`src/rtl/pipeline_ctrl_pkg.sv`:
```
//------------------------------------------------------------------------------
// Module      : rv32i_types (package)
// Description : Shared types for the RV32I pipeline control logic: control
//               FSM state encoding and the bundle of stage-control outputs.
// Revision    : 1.0 - initial release
//------------------------------------------------------------------------------
`default_nettype none

package rv32i_types;

    // Pipeline control FSM: SQUASH means the next instruction-memory response
    // belongs to a fetch that was overtaken by a redirect and must be dropped.
    typedef enum logic [0:0] {
        RUN    = 1'b0,
        SQUASH = 1'b1
    } ctrl_state_t;

    // Write enables and bubble selects for the PC and the stage registers.
    typedef struct packed {
        logic pc_we;
        logic if_id_we;
        logic id_ex_we;
        logic ex_mem_we;
        logic mem_wb_we;
        logic if_id_bubble;
        logic id_ex_bubble;
        logic mem_wb_bubble;
    } stage_ctrl_t;

endpackage

`default_nettype wire

```
`src/rtl/pipeline_ctrl_if.sv`:
```
//------------------------------------------------------------------------------
// Module      : pipeline_ctrl_if
// Description : Hazard/redirect/memory-handshake inputs and stage-control
//               outputs of the central pipeline controller.
// Revision    : 1.0 - initial release
//------------------------------------------------------------------------------
`default_nettype none

interface pipeline_ctrl_if #(
    parameter int CNT_W = 32
);
    logic             load_use_stall;
    logic             br_taken;
    logic             imem_req;
    logic             imem_resp;
    logic             dmem_req;
    logic             dmem_resp;
    logic             pc_we;
    logic             if_id_we;
    logic             id_ex_we;
    logic             ex_mem_we;
    logic             mem_wb_we;
    logic             if_id_bubble;
    logic             id_ex_bubble;
    logic             mem_wb_bubble;
    logic [CNT_W-1:0] stall_cnt;
    logic [CNT_W-1:0] flush_cnt;

    // Controller side: consumes requests, drives stage controls and counters.
    modport master (
        input  load_use_stall, br_taken, imem_req, imem_resp, dmem_req, dmem_resp,
        output pc_we, if_id_we, id_ex_we, ex_mem_we, mem_wb_we,
        output if_id_bubble, id_ex_bubble, mem_wb_bubble,
        output stall_cnt, flush_cnt
    );

    // Datapath side: raises requests, obeys stage controls.
    modport slave (
        output load_use_stall, br_taken, imem_req, imem_resp, dmem_req, dmem_resp,
        input  pc_we, if_id_we, id_ex_we, ex_mem_we, mem_wb_we,
        input  if_id_bubble, id_ex_bubble, mem_wb_bubble,
        input  stall_cnt, flush_cnt
    );
endinterface

`default_nettype wire

```
`src/rtl/pipeline_ctrl_sat_counter.sv`:
```
//------------------------------------------------------------------------------
// Module      : sat_counter
// Description : W-bit up counter that sticks at all-ones instead of wrapping.
// Revision    : 1.0 - initial release
//------------------------------------------------------------------------------
`default_nettype none

module sat_counter #(
    parameter int W = 32
) (
    input  wire logic         clk,
    input  wire logic         rst,
    input  wire logic         inc,
    output logic      [W-1:0] count
);
    logic [W-1:0] r_count;

    // Increment on request unless already saturated.
    always_ff @(posedge clk) begin
        if (rst) begin
            r_count <= '0;
        end else if (inc && (r_count != {W{1'b1}})) begin
            r_count <= r_count + 1'b1;
        end
    end

    assign count = r_count;
endmodule

`default_nettype wire

```
`src/rtl/pipeline_ctrl.sv`:
```
//------------------------------------------------------------------------------
// Module      : pipeline_ctrl
// Description : Central stall/flush control for the 5-stage RV32I pipeline.
//               Prioritises memory freeze, redirect, stale-fetch squash,
//               load-use stall and fetch wait; keeps stall/flush counters.
// Revision    : 1.0 - initial release
//------------------------------------------------------------------------------
`default_nettype none

module pipeline_ctrl
    import rv32i_types::*;
#(
    parameter int CNT_W = 32
) (
    input  wire logic       clk,
    input  wire logic       rst,
    pipeline_ctrl_if.master bus
);
    ctrl_state_t      r_state;
    ctrl_state_t      w_state_nxt;
    stage_ctrl_t      w_ctrl;
    logic             w_dmem_wait;
    logic             w_imem_wait;
    logic             w_stall_inc;
    logic             w_flush_inc;
    logic [CNT_W-1:0] w_stall_cnt;
    logic [CNT_W-1:0] w_flush_cnt;

    assign w_dmem_wait = bus.dmem_req & ~bus.dmem_resp;
    assign w_imem_wait = bus.imem_req & ~bus.imem_resp;

    // Control state register.
    always_ff @(posedge clk) begin
        if (rst) begin
            r_state <= RUN;
        end else begin
            r_state <= w_state_nxt;
        end
    end

    // Priority-ordered stage controls and next state; first matching case wins.
    always_comb begin
        w_ctrl      = '0;
        w_state_nxt = r_state;
        w_flush_inc = 1'b0;
        if (rst) begin
            w_state_nxt = RUN;
        end else if (w_dmem_wait) begin
            // Freeze: only drain a bubble into WB. A stale fetch response can
            // still arrive and is consumed even while frozen.
            w_ctrl.mem_wb_we     = 1'b1;
            w_ctrl.mem_wb_bubble = 1'b1;
            if ((r_state == SQUASH) && bus.imem_resp) begin
                w_state_nxt = RUN;
            end
        end else if (bus.br_taken) begin
            w_ctrl.pc_we        = 1'b1;
            w_ctrl.if_id_we     = 1'b1;
            w_ctrl.id_ex_we     = 1'b1;
            w_ctrl.ex_mem_we    = 1'b1;
            w_ctrl.mem_wb_we    = 1'b1;
            w_ctrl.if_id_bubble = 1'b1;
            w_ctrl.id_ex_bubble = 1'b1;
            w_flush_inc         = 1'b1;
            w_state_nxt         = w_imem_wait ? SQUASH : RUN;
        end else if (r_state == SQUASH) begin
            w_ctrl.if_id_we     = 1'b1;
            w_ctrl.id_ex_we     = 1'b1;
            w_ctrl.ex_mem_we    = 1'b1;
            w_ctrl.mem_wb_we    = 1'b1;
            w_ctrl.if_id_bubble = 1'b1;
            if (bus.imem_resp) begin
                w_state_nxt = RUN;
            end
        end else if (bus.load_use_stall) begin
            w_ctrl.id_ex_we     = 1'b1;
            w_ctrl.ex_mem_we    = 1'b1;
            w_ctrl.mem_wb_we    = 1'b1;
            w_ctrl.id_ex_bubble = 1'b1;
        end else if (w_imem_wait) begin
            w_ctrl.if_id_we     = 1'b1;
            w_ctrl.id_ex_we     = 1'b1;
            w_ctrl.ex_mem_we    = 1'b1;
            w_ctrl.mem_wb_we    = 1'b1;
            w_ctrl.if_id_bubble = 1'b1;
        end else begin
            w_ctrl.pc_we     = 1'b1;
            w_ctrl.if_id_we  = 1'b1;
            w_ctrl.id_ex_we  = 1'b1;
            w_ctrl.ex_mem_we = 1'b1;
            w_ctrl.mem_wb_we = 1'b1;
        end
    end

    assign w_stall_inc = ~rst & ~w_ctrl.pc_we;

    sat_counter #(.W(CNT_W)) u_stall_cnt (
        .clk   (clk),
        .rst   (rst),
        .inc   (w_stall_inc),
        .count (w_stall_cnt)
    );

    sat_counter #(.W(CNT_W)) u_flush_cnt (
        .clk   (clk),
        .rst   (rst),
        .inc   (w_flush_inc),
        .count (w_flush_cnt)
    );

    assign bus.pc_we         = w_ctrl.pc_we;
    assign bus.if_id_we      = w_ctrl.if_id_we;
    assign bus.id_ex_we      = w_ctrl.id_ex_we;
    assign bus.ex_mem_we     = w_ctrl.ex_mem_we;
    assign bus.mem_wb_we     = w_ctrl.mem_wb_we;
    assign bus.if_id_bubble  = w_ctrl.if_id_bubble;
    assign bus.id_ex_bubble  = w_ctrl.id_ex_bubble;
    assign bus.mem_wb_bubble = w_ctrl.mem_wb_bubble;
    assign bus.stall_cnt     = w_stall_cnt;
    assign bus.flush_cnt     = w_flush_cnt;
endmodule

`default_nettype wire

```
`src/flat_wrapper.sv`:
```
// flat-port wrapper written by rule: the top's interface ports become plain ports
module pipeline_ctrl_flat import rv32i_types::*;
#(
    parameter int CNT_W = 32
)
  (clk, rst, bus_load_use_stall, bus_br_taken, bus_imem_req, bus_imem_resp, bus_dmem_req, bus_dmem_resp, bus_pc_we, bus_if_id_we, bus_id_ex_we, bus_ex_mem_we, bus_mem_wb_we, bus_if_id_bubble, bus_id_ex_bubble, bus_mem_wb_bubble, bus_stall_cnt, bus_flush_cnt);
  pipeline_ctrl_if #(.CNT_W(CNT_W)) bus_i ();
  input  wire logic clk;
  input  wire logic rst;
  input wire logic [$bits(bus_i.load_use_stall)-1:0] bus_load_use_stall;
  input wire logic [$bits(bus_i.br_taken)-1:0] bus_br_taken;
  input wire logic [$bits(bus_i.imem_req)-1:0] bus_imem_req;
  input wire logic [$bits(bus_i.imem_resp)-1:0] bus_imem_resp;
  input wire logic [$bits(bus_i.dmem_req)-1:0] bus_dmem_req;
  input wire logic [$bits(bus_i.dmem_resp)-1:0] bus_dmem_resp;
  output wire logic [$bits(bus_i.pc_we)-1:0] bus_pc_we;
  output wire logic [$bits(bus_i.if_id_we)-1:0] bus_if_id_we;
  output wire logic [$bits(bus_i.id_ex_we)-1:0] bus_id_ex_we;
  output wire logic [$bits(bus_i.ex_mem_we)-1:0] bus_ex_mem_we;
  output wire logic [$bits(bus_i.mem_wb_we)-1:0] bus_mem_wb_we;
  output wire logic [$bits(bus_i.if_id_bubble)-1:0] bus_if_id_bubble;
  output wire logic [$bits(bus_i.id_ex_bubble)-1:0] bus_id_ex_bubble;
  output wire logic [$bits(bus_i.mem_wb_bubble)-1:0] bus_mem_wb_bubble;
  output wire logic [$bits(bus_i.stall_cnt)-1:0] bus_stall_cnt;
  output wire logic [$bits(bus_i.flush_cnt)-1:0] bus_flush_cnt;
  assign bus_i.load_use_stall = bus_load_use_stall;
  assign bus_i.br_taken = bus_br_taken;
  assign bus_i.imem_req = bus_imem_req;
  assign bus_i.imem_resp = bus_imem_resp;
  assign bus_i.dmem_req = bus_dmem_req;
  assign bus_i.dmem_resp = bus_dmem_resp;
  assign bus_pc_we = bus_i.pc_we;
  assign bus_if_id_we = bus_i.if_id_we;
  assign bus_id_ex_we = bus_i.id_ex_we;
  assign bus_ex_mem_we = bus_i.ex_mem_we;
  assign bus_mem_wb_we = bus_i.mem_wb_we;
  assign bus_if_id_bubble = bus_i.if_id_bubble;
  assign bus_id_ex_bubble = bus_i.id_ex_bubble;
  assign bus_mem_wb_bubble = bus_i.mem_wb_bubble;
  assign bus_stall_cnt = bus_i.stall_cnt;
  assign bus_flush_cnt = bus_i.flush_cnt;
  pipeline_ctrl #(.CNT_W(CNT_W)) u_core (.clk(clk), .rst(rst), .bus(bus_i));
endmodule
```
`config.mk`:
```
export PLATFORM = sky130hd
export DESIGN_NAME = pipeline_ctrl_flat
export DESIGN_NICKNAME = d
export VERILOG_FILES = /design/src/rtl/pipeline_ctrl_pkg.sv /design/src/rtl/pipeline_ctrl_if.sv /design/src/rtl/pipeline_ctrl_sat_counter.sv /design/src/rtl/pipeline_ctrl.sv /design/src/flat_wrapper.sv
export SDC_FILE = /design/constraint.sdc
export NUM_CORES = 1
export LEC_CHECK = 0
export ABC_AREA = 1
export ABC_CLOCK_PERIOD_IN_PS = 2000
export BUFFER_PORTS_ARGS = -buffer_cell sky130_fd_sc_hd__clkbuf_2
export CORE_ASPECT_RATIO = 1.1
export CORE_MARGIN = 3
export CORE_UTILIZATION = 42
export DETAILED_ROUTE_END_ITERATION = 7
export PLACE_DENSITY_LB_ADDON = 0.12
export RECOVER_POWER = 100
export SLEW_MARGIN = 20
export SYNTH_ARGS = -nofsm -noshare
export SYNTH_HDL_FRONTEND = slang
export SYNTH_HIERARCHICAL = 1
export SYNTH_SLANG_ARGS = --single-unit
```
`constraint.sdc`:
```
create_clock -name clk -period 2 [get_ports clk]
set_input_delay 0 -clock clk [delete_from_list [all_inputs] [get_ports clk]]
set_output_delay 0 -clock clk [all_outputs]
set_load 0.01 [all_outputs]
```
======== After elaboration in Yosys (flattened, before gate mapping) ========
Cells that the tools add are included.
word-level totals
  flip-flop bits (word level) ............. 65
  logic and storage cells ................. 40
  bits of input ports ..................... 8
operators by class
  add/sub/neg operators ................... 2
  bitwise operators ....................... 7
  mux-type cells .......................... 22
  equality and inequality tests ........... 3
  reductions and logical operators ........ 3
operators with widths
  kind                                           number
  adder 32 x 1 -> 32 bit, second input constant  2
  != test 32 bit, second input constant          2
  two-way mux 1 bit                              16
  two-way mux 8 bit                              1
  two-way mux 7 bit                              1
  two-way mux 5 bit                              1
  two-way mux 2 bit                              2
  two-way mux 4 bit                              1
  NOT 1 bit                                      4
  bitwise AND 1 bit                              3
  logical AND 1 bit                              3
  != test 2 bit, second input constant           1

======== Longest topological paths before layout ========
  depth after elaboration ................. 11
  gate-level depth with buffers ........... 14

======== By module ========
Netlist, hierarchy kept.
modules (own cells, without submodules)
  module         times used  area an instance (sq um)  cells each
  sat_counter    2           2,062.0                   324
  pipeline_ctrl  1           168.9                     31

======== Worst setup path after synthesis ========
No wires, ideal clock.
  path kind ............................... flip-flop to flip-flop
  start ................................... register u_core.r_state
  end ..................................... register u_core.u_stall_cnt.r_count[25] (netlist: u_core/u_stall_cnt/count[25])
  buffers on the path ..................... 0
  setup slack ............................. 355 ps
  stages on the path, launching flop included .. 14
  arrival ................................. 1,530 ps
  cells stage by stage .................... dfxtp_1 -> nor2_1 -> nand2_1 -> nand3_1 -> o21ai_0 -> inv_2 -> nor2_1 -> nand2_1 -> inv_2 -> nand2_1 -> nor2_1 -> nand3_1 -> nand2_1 -> nor2_1
on the way
  cells in the longest elaborated chain, start to end .. 7
RTL lines
  item                    line                             text
  from (decl)             pipeline_ctrl.sv:19              ctrl_state_t r_state;
  from (signal assigned)  pipeline_ctrl.sv:37              r_state <= w_state_nxt;
  two-way mux 1 bit       pipeline_ctrl.sv:66              end else if (r_state == SQUASH) begin
  two-way mux 7 bit       pipeline_ctrl.sv:56              end else if (bus.br_taken) begin
  two-way mux 4 bit       pipeline_ctrl.sv:48              end else if (w_dmem_wait) begin
  two-way mux 8 bit       pipeline_ctrl.sv:46              if (rst) begin
  NOT 1 bit               pipeline_ctrl.sv:95              assign w_stall_inc = ~rst & ~w_ctrl.pc_we;
  bitwise AND 1 bit       pipeline_ctrl.sv:95
  via u_core.w_stall_inc  pipeline_ctrl.sv:24              logic w_stall_inc;
  logical AND 1 bit       pipeline_ctrl_sat_counter.sv:22  end else if (inc && (r_count != {W{1'b1}})) begin
  to (signal assigned)    pipeline_ctrl_sat_counter.sv:23  r_count <= r_count + 1'b1;
  to (decl)               pipeline_ctrl_sat_counter.sv:16  logic [W-1:0] r_count;
The timed path passes the listed nets, and every way through them passes these cells.
A chain may end at the register's enable or synchronous reset.

======== Worst setup path in the final report ========
  start ................................... register u_core.u_stall_cnt.r_count[0] (netlist: u_core/u_stall_cnt/count[0])
  end ..................................... register u_core.u_stall_cnt.r_count[25] (netlist: u_core/u_stall_cnt/count[25])
on the way
  cells in the longest elaborated chain, start to end .. 2
  elaborated cells between the ends (all ways) .. 3
  classes of those cells .................. add/sub (1); eq/ne (1); reduce/logical (1)
RTL lines
  item
  parallel branches: the longest is 2 deep, another holds adder 32 x 1 -> 32 bit
Several ways; the timed one is not identified.

==> results.py <==
metrics = {
    "timing": {
        "final.setup.tns_ns": 0,
        "timing.fmax_mhz": 540,
        "setup_ws_ns": 0.146,
        "finalMaxSlewViolations": 0,
        "clock_skew_ns": 0.0106,
        "finalCritPeriodShare": 0.927,
        "hold_slack_ns": 0.0429,
        "finalCriticalPeriod_ns": 1.85,
        "setup_viol": 0,
        "max_slew_margin": 0.653,
        "hold_viol": 0,
        "worst_slew_pin_slew_ns": 0.520,
    },
    "cts": {
        "cts_buffer_depth": 2,
        "path_clk_slew_ns": 0.07,
        "cts_tree": "done",
        "root_buffer": "clkbuf_8",
        "cts_inserted_buffers": 9,
        "htree_levels": 3,
        "insertion_delay_ns": 0.34,
        "cts.sinks": 65,
    },
    "synth": {
        "synth_xor_area_frac": 0,
        "ys_seq_elements": 65,
        "synth_top_area_share": 0.303,
        "syn-instance-count": 679,
        "seq_area_frac_synth": 0.303,
        "avgSynthCellArea_sq_um": 6.32,
        "synth.net_count": 689,
        "syn-cell-area_sq_um": 4290,
        "synthAdderAreaFrac": 0.00583,
        "synth_top_family_by_area": "simple AND/OR/NAND/NOR gates",
        "synth_warnings": 6,
        "ys_top_cells_by_area": "dfxtp_1, nand2_1, nor2_1",
        "synth_cell_types": 30,
        "yosys.area_share.simple": 0.528,
        "synth_mux_area_frac": 0,
        "synth_compound_area_frac": 0.0662,
        "synth_area_leader_cell": "dfxtp_1",
    },
    "cells_and_area": {
        "n_fill_cell": 1123,
        "layout_commonest_cell": "nand2_1",
        "layout.cells.non_filler": 899,
        "final_net_count": 785,
        "final_cell_mix": "nand2_1, nor2_1, clkbuf_1",
        "drive_above_1_share": 0.134,
        "diodes": 0,
        "utilization": 0.491,
        "postLayoutCellArea_sq_um": 4880,
        "syn_to_final_growth_pct": 13.7,
    },
    "placement": {
        "dp_slack_ns": 0.117,
        "post_dp_cell_area_sq_um": 4830,
        "dpl.hpwl_mm": 8.70,
        "gp_congestion": 0.873,
        "dp_cells": 878,
        "io_buffers": 79,
    },
    "worst_setup_path": {
        "max_stage_delay_ns": 0.39,
        "cp_max_fo": 12,
        "cp-start-kind": "register",
        "critical_path.most_common_cell": "nor2_4",
        "crit_chain": "ha_1 -> inv_1 -> nor2_4 -> nand2_4 -> nor2_4 -> nand3_2 -> a21oi_1 -> nor2_1",
        "cp.arrival_ns": 2.09,
        "endpoint_kind": "register",
        "worstSetupPathType": "register to register",
        "crit_slowest_cell": "dfxtp_1",
        "worst_ep_required_time_ns": 2.24,
    },
    "drt": {
        "totalWireLength_mm": 11.6,
        "first_pass_iters": 5,
        "drt_iter0_markers": 166,
        "wl_per_cell_um": 12.9,
        "ant_nets": 0,
        "via_count": 4541,
        "drc": 0,
        "vias_per_cell": 5.05,
    },
    "global_routing": {
        "grt_pass1_wl_mm": 19.2,
        "grt_util_all_layers": 0.207,
        "grt_max_degree": 42,
        "grt_overflow": 0,
        "antenna_found_initial": 0,
        "grt_pass1_vias": 4186,
    },
    "floorplan": {
        "chipHeight_um": 112,
        "ios": 80,
        "fp.dieArea_sq_um": 11500,
        "initial_core_util": 0.432,
        "core_area_sq_um": 9940,
        "die-width_um": 102,
        "num_rows": 38,
    },
    "flow_run": {
        "cap_violations": 0,
    },
    "hold_path": {
        "hold_class": "primary input to register",
    },
    "run_status": {
        "outcome": "completed",
    },
    "power_and_ir_drop": {
        "power_leakage_nw": 2.09,
        "finalPower_mw": 2.42,
        "cellPowerDensity_nw_per_um2": 497,
        "ir_worst_vdd_mv": 0.312,
    },
}
## layer usage
metal | vias to the layer above | track usage | wire length, um | share of wire
met4 | 0 | 0.0577 | 179 | 0.015
li1 | 2363 | - | - | -
met5 | - | 0 | 0 | 0
met1 | 2051 | 0.257 | 5170 | 0.45
met2 | 111 | 0.362 | 5680 | 0.49
met3 | 16 | 0.0404 | 532 | 0.046
## timing repair
action,CTS,global route
gates resized for setup,0,2
endpoints found under the hold margin,1,0
hold buffers,2,0
endpoints found under the setup margin,0,8
setup buffers,0,4
## where the power goes
group          switching [mW]  internal [mW]
registers             0.00638           1.30
clock network           0.484          0.481
logic                  0.0986         0.0540
## critical path: cells and delay by family, from the launching register on
kind            cells  cell delay, ns
flops               1            0.39
compound gates      1            0.23
simple gates        5            0.80
buf+inv             1            0.09
fa+ha+maj           1            0.24
## registers in the layout, indices dropped and copies added, names as in the netlist
signal and flops:
u_core/r_state 1, u_core/u_stall_cnt/count 32, u_core/u_flush_cnt/count 32
## final timing paths
kind | from | endpoint | slack [ns] | cells past startpoint
min | bus_imem_resp | u_core/r_state$_SDFFE_PP0P_ | 0.04 | 6
min reg2reg | u_core/u_stall_cnt/count[1]$_SDFFE_PP0P_ | u_core/u_stall_cnt/count[1]$_SDFFE_PP0P_ | 0.50 | 2
max reg2reg | u_core/u_stall_cnt/count[0]$_SDFFE_PP0P_ | u_core/u_stall_cnt/count[25]$_SDFFE_PP0P_ | 0.15 | 8
max | u_core/u_stall_cnt/count[0]$_SDFFE_PP0P_ | u_core/u_stall_cnt/count[25]$_SDFFE_PP0P_ | 0.15 | 8
## cell families after synthesis
logic type,Yosys count
DFF,65
and+or+nand+nor,471
buffers and inverters,89
AOI/OAI and AO/OA,52
adders and majority gates,2
## cell usage after synthesis
library cell / number
clkinv_1: 2
a21oi_2: 2
nand2_1: 180
dfxtp_1: 65
nand3b_1: 2
nor2_8: 2
inv_1: 63
or2_4: 1
nor2_4: 8
nand2_4: 6
buf_6: 10
and2_1: 2
nand2_2: 14
nand4_1: 24
nand3_2: 15
nand3_1: 52
buf_1: 2
nor2_2: 13
buf_2: 4
nor3_1: 6
nand4_2: 4
o21ai_2: 1
inv_2: 7
ha_1: 2
nor3_2: 2
o21ai_0: 1
buf_4: 1
a21oi_1: 38
a31oi_1: 10
nor2_1: 140
## layout make-up
cell class	instances	area (sq um)	area share
tap	120	150	0.0308
sequential	65	1300	0.267
clock buffer	15	156	0.0321
inverter	72	270	0.0554
timing repair buffer	102	460	0.0944
multi-input combinational	525	2540	0.521
Power figures use the tool's default switching activity.
